==> src/rtl/pwm_duty_capture.sv <==
// Measures period and high time of an asynchronous PWM line in prescaled ticks,
// strobing each completed rise-to-rise measurement and flagging a stuck line.
module pwm_duty_capture #(
    parameter logic [6:0]       CNT_2US_MAX = 7'd99,
    parameter int               CNT_W       = 11,
    parameter logic [CNT_W-1:0] TIMEOUT_MAX = 11'd1500
) (
    input  logic             sys_clk,
    input  logic             sys_rst,
    input  logic             pwm_in,
    output logic [CNT_W-1:0] period_out,
    output logic [CNT_W-1:0] high_out,
    output logic             meas_valid,
    output logic             stuck,
    output logic             stuck_level
);

    typedef enum logic [1:0] {IDLE, HIGH, LOW} state_t;

    // Handshake: meas_valid is a single-cycle strobe with no back-pressure;
    // period_out/high_out change only in the cycle meas_valid is high.

    logic             sync_meta, sync_q, hist_q;
    logic [2:0]       fill_q;
    logic             edge_ok, rise, fall, tick, timeout_hit;
    logic [6:0]       presc, presc_base, presc_nxt;
    logic [CNT_W-1:0] period_cnt, high_cnt, high_lat;
    state_t           state_q, state_d;
    logic             clear_cnt, latch_high, publish;

    // fill_q marks which pipeline stages hold real samples since reset, so the
    // refill after reset can never be mistaken for an edge.
    always_ff @(posedge sys_clk) begin
        if (sys_rst) begin
            sync_meta <= 1'b0;
            sync_q    <= 1'b0;
            hist_q    <= 1'b0;
            fill_q    <= '0;
        end else begin
            sync_meta <= pwm_in;
            sync_q    <= sync_meta;
            hist_q    <= sync_q;
            fill_q    <= {fill_q[1:0], 1'b1};
        end
    end

    assign edge_ok = fill_q[2];
    assign rise    = edge_ok & sync_q & ~hist_q;
    assign fall    = edge_ok & ~sync_q & hist_q;

    // The rise cycle acts as prescaler phase 0, so the first tick lands
    // CNT_2US_MAX cycles after it.
    assign presc_base  = rise ? 7'd0 : presc;
    assign presc_nxt   = (presc_base == CNT_2US_MAX) ? 7'd0 : presc_base + 7'd1;
    assign tick        = (presc == CNT_2US_MAX) & ~rise;
    assign timeout_hit = (period_cnt == TIMEOUT_MAX) & ~rise;

    always_comb begin
        state_d    = state_q;
        clear_cnt  = 1'b0;
        latch_high = 1'b0;
        publish    = 1'b0;
        if (rise) begin
            state_d   = HIGH;
            clear_cnt = 1'b1;
            publish   = (state_q == LOW);
        end else if (timeout_hit) begin
            state_d = IDLE;
        end else if (fall && state_q == HIGH) begin
            state_d    = LOW;
            latch_high = 1'b1;
        end
    end

    always_ff @(posedge sys_clk) begin
        if (sys_rst) begin
            presc       <= '0;
            period_cnt  <= '0;
            high_cnt    <= '0;
            high_lat    <= '0;
            state_q     <= IDLE;
            period_out  <= '0;
            high_out    <= '0;
            meas_valid  <= 1'b0;
            stuck       <= 1'b0;
            stuck_level <= 1'b0;
        end else begin
            presc      <= presc_nxt;
            state_q    <= state_d;
            meas_valid <= publish;

            if (clear_cnt) begin
                period_cnt <= '0;
                high_cnt   <= '0;
            end else begin
                if (tick && period_cnt != TIMEOUT_MAX)
                    period_cnt <= period_cnt + 1'b1;
                if (tick && state_q == HIGH && !fall && high_cnt != TIMEOUT_MAX)
                    high_cnt <= high_cnt + 1'b1;
            end

            if (latch_high)
                high_lat <= high_cnt;

            if (publish) begin
                period_out <= period_cnt;
                high_out   <= high_lat;
            end

            // stuck_level records the line level at the moment of timeout only.
            if (rise) begin
                stuck <= 1'b0;
            end else if (timeout_hit && !stuck) begin
                stuck       <= 1'b1;
                stuck_level <= sync_q;
            end
        end
    end

endmodule
==> config.mk <==
export PLATFORM = sky130hd
export DESIGN_NAME = pwm_duty_capture
export DESIGN_NICKNAME = d
export VERILOG_FILES = /design/src/rtl/pwm_duty_capture.sv
export SDC_FILE = /design/constraint.sdc
export NUM_CORES = 1
export LEC_CHECK = 0
export BUFFER_PORTS_ARGS = -buffer_cell sky130_fd_sc_hd__buf_2
export CAP_MARGIN = 10
export CORE_ASPECT_RATIO = 0.6
export CORE_MARGIN = 1.5
export CORE_UTILIZATION = 30
export DETAILED_ROUTE_END_ITERATION = 6
export SETUP_SLACK_MARGIN = 0.4
export SLEW_MARGIN = 0
export SYNTH_ARGS = -nofsm -noshare
export SYNTH_HDL_FRONTEND = slang
export SYNTH_SLANG_ARGS = --single-unit
==> constraint.sdc <==
create_clock -name sys_clk -period 2.66 [get_ports sys_clk]
set_input_delay 0.532 -clock sys_clk [delete_from_list [all_inputs] [get_ports sys_clk]]
set_output_delay 0.532 -clock sys_clk [all_outputs]
set_load 0.005 [all_outputs]
==> key figures <==
Timing
  – Fin Setup TNS: 0 ns
  – Worst Skew: 0.00991 ns
  – Relative slew margins: 0.453
  – Worst-Margin Slew: 0.813 ns
  – Fmax: 463 MHz
  – RSZ-0062 raised after global routing: no
  – Crit share post-route: 0.812
  – Max Slew Vio Count: 0
  – Crit path time final: 2.16 ns
  – # setup viols final: 0
  – Final worst setup slack: 0.501 ns
  – Final hold vios: 0

Final layout
  – Area Overhead vs Synth: 19.2%
  – Most frequent cells in the layout: dfxtp_1, nand2_1, a21oi_1, nand3_1, buf_2
  – Commonest non-fill, non-tap cell in the layout: dfxtp_1
  – N_diodes: 0
  – Seq. cell area: 1460 sq um
  – Multi-input logic area: 1630 sq um
  – Nets@finish: 418
  – Finished Layout Cells: 554
  – FILL cells: 1,086
  – Layout cell share with drive strength beyond 1: 0.154

Detailed routing
  – Routed WL: 7950 microns
  – Initial DRC Count: 249
  – DRC: 0
  – Wire per inst: 14.4 microns
  – Vias per cell: 5.29
  – Routed Antenna Nets: 0
  – DR vias: 2,928
  – Drt pass-1 iters: 5

Pwr
  – Clock power frac: 0.551
  – Int Pwr: 2.09 mW
  – Leak pwr: 1.32 nW
  – Switching share of power: 0.193
  – Combinational share of power: 0.019
  – Switching power: 0.499 mW
  – Cell area power density: 671 nW/um^2
  – Peak supply drop: 0.279 mV
  – Part of the power in registers: 0.430

Setup path
  – Max incr delay on CP: 0.59 ns
  – Startpoint type of the worst setup path: flop
  – Crit-path slowest cell: or4b_4
  – Worst path arrival time: 2.41 ns
  – Worst Setup Path Type: flop to flop
  – Data required time at the worst endpoint: 2.92 ns
  – Crit-path cells: or4b_4 -> or4_4 -> or4_1 -> a21oi_1
  – Buf+Inv Stages, Crit Path: 0
  – Critical Path Sink Type: flop
  – Worst path top cell family by delay: simple AND/OR/NAND/NOR gates
  – CP max FO: 8

Die
  – Die area: 11,400 sq um
  – Chip height: 83.4 microns
  – Core Footprint: 10,500 sq um
  – Initial Utilization: 0.307
  – Cell Rows: 29
  – Io pins: 28
  – Chip width: 137 microns

Clock network
  – CTS max path bufs: 2
  – CTS HTree Levels: 3
  – CTS sink count: 73
  – CTS Root Cell: clkbuf_16
  – Total setup buffers inserted after CTS: 0
  – Reg clk slew, reported paths: 0.06 ns
  – Hold bufs inserted after CTS: 0
  – Worst-Skew Late Latency: 0.34 ns
  – CTS tree: yes
  – Total CTS buffers: 9

Run
  – Max-cap violation count: 0

GRT
  – First-pass GRT wire length: 13,400 microns
  – Met1 usage: 0.208
  – Vias in the first global route: 2,769
  – Met2 Resource Use GR: 0.213
  – Met3 Resource Use GR: 0.0537
  – Busiest metal layer after global routing: met2
  – GRT Overall Usage: 0.149
  – Grt ovf: 0
  – Largest net degree at the start of global routing: 29
  – Antenna violations before repair: 0

Placed design
  – DP Cell Count: 538
  – Post-DP HPWL: 5420 microns
  – Port bufs: 27
  – DP Worst Slack: 0.340 ns
  – Global placement routability congestion: 0.839

Logic synthesis
  – Yosys reg bits: 73
  – Async SR Flop Fraction: 0
  – Yosys Warn Count: 0
  – Mapped Area: 3230 sq um
  – Syn_nets: 397
  – Post-Syn Instances: 389
  – Share of the synthesized area in the top cell type: 0.452
  – Ranking of synthesized cells by area: dfxtp_1, a21oi_1, nand2_1
  – Avg Cell Area, Syn: 8.31 sq um
  – Largest area contributor in the netlist: dfxtp_1
  – EDFF count, synth: 0
  – Sequential share of the synthesized area: 0.452
  – Netlist cell types: 47
  – Ys flop type: dfxtp_1

Min path
  – Worst Hold Class: input pin to flop

Run status
  – Run status: finished, final reports clean
## logic make-up (layout without fill, tap and decap cells)
| family | after synthesis | in the layout | share of synthesized area |
|---|---|---|---|
| adder cells (fa/ha/maj) | 5 | 5 | 0.0193 |
| XOR/XNOR | 4 | 4 | 0.0108 |
| AND/OR/NAND/NOR | 178 | 178 | 0.289 |
| flip-flops | 73 | 73 | 0.452 |
| multiplexers | 9 | 9 | 0.0279 |
| AO/OA/AOI/OAI | 85 | 85 | 0.145 |
| buffers and inverters | 35 | 61 | 0.0561 |
## stage by stage
| step | hold slack [ns] | power, mW | util | cell area (sq um) |
|---|---|---|---|---|
| CTS | 0.389 | 2.61 | 0.364 | 3830 |
| global placement | 0.426 | 1.18 | 0.330 | 3470 |
| floorplan | 0.414 | 1.17 | - | 3230 |
| global route | 0.395 | 2.66 | 0.366 | 3850 |
| finish | 0.399 | 2.59 | 0.366 | 3850 |
| detailed placement | 0.424 | 1.18 | 0.330 | 3470 |
## registers in the layout, summed over array words and instances (netlist names), 2 cells and up
| signal | flops |
|---|---|
| period_cnt | 11 |
| presc | 7 |
| state_q | 2 |
| high_out | 11 |
| high_lat | 11 |
| fill_q | 3 |
| period_out | 11 |
| high_cnt | 11 |
## repair_timing
item | CTS | global route
endpoints found under the setup margin | 3 | 7
gates resized for setup | 1 | 5
endpoints found under the hold margin | 0 | 0
pin swaps | 0 | 1
## worst paths after layout
| path | to | from | cells after the start | slack [ns] |
|---|---|---|---|---|
| max reg2reg | period_cnt[7] | presc[3] | 4 | 0.50 |
| max | period_cnt[7] | presc[3] | 4 | 0.50 |
| min | sync_meta | pwm_in | 2 | 0.40 |
| min reg2reg | fill_q[2] | fill_q[1] | 1 | 0.44 |
## synth_stat cells (2+ instances only)
cell       n
a21oi_1   51
and2_1     2
and3_1     4
buf_6      2
clkbuf_1  18
clkbuf_8   2
dfxtp_1   73
ha_1       5
inv_1     10
mux2i_1    9
nand2_1   64
nand2b_1   2
nand3_1   30
nand3b_1   3
nand4_1    7
nor2_1    10
nor2b_1    6
nor3_1     9
nor3b_1    2
nor4_1     7
nor4b_1    2
o21a_1     2
o21ai_0   18
o31ai_1    9
or3_1     10
or4_1      9
xor2_1     3
## worst register-to-register path: stages (launching register included)
cell	delay [ns]
dfxtp_1	0.37
or4b_4	0.59
or4_4	0.49
or4_1	0.48
a21oi_1	0.15
## layout make-up
class / instances / area share
Multi-Input combinational cell: 281 / 0.423
Tap cell: 139 / 0.0451
Timing Repair Buffer: 35 / 0.0506
Clock buffer: 12 / 0.0665
Sequential cell: 73 / 0.379
Clock inverter: 4 / 0.0256
Inverter: 10 / 0.00974
## per-layer routing
metal  routed length (microns)  share of wire
met1                      4000           0.50
met2                      3390           0.43
met3                       449          0.056
met4                       108          0.014
met5                         0              0
## power groups by stage
stage | clock, mW | sequential, mW | combinational [mW]
global placement | 0 | 1.13 | 0.0486
finish | 1.43 | 1.11 | 0.0502
detailed placement | 0 | 1.13 | 0.0496
CTS | 1.45 | 1.11 | 0.0497
floorplan | 0 | 1.13 | 0.0416
global route | 1.49 | 1.11 | 0.0555
Power figures use the tool's default switching activity.
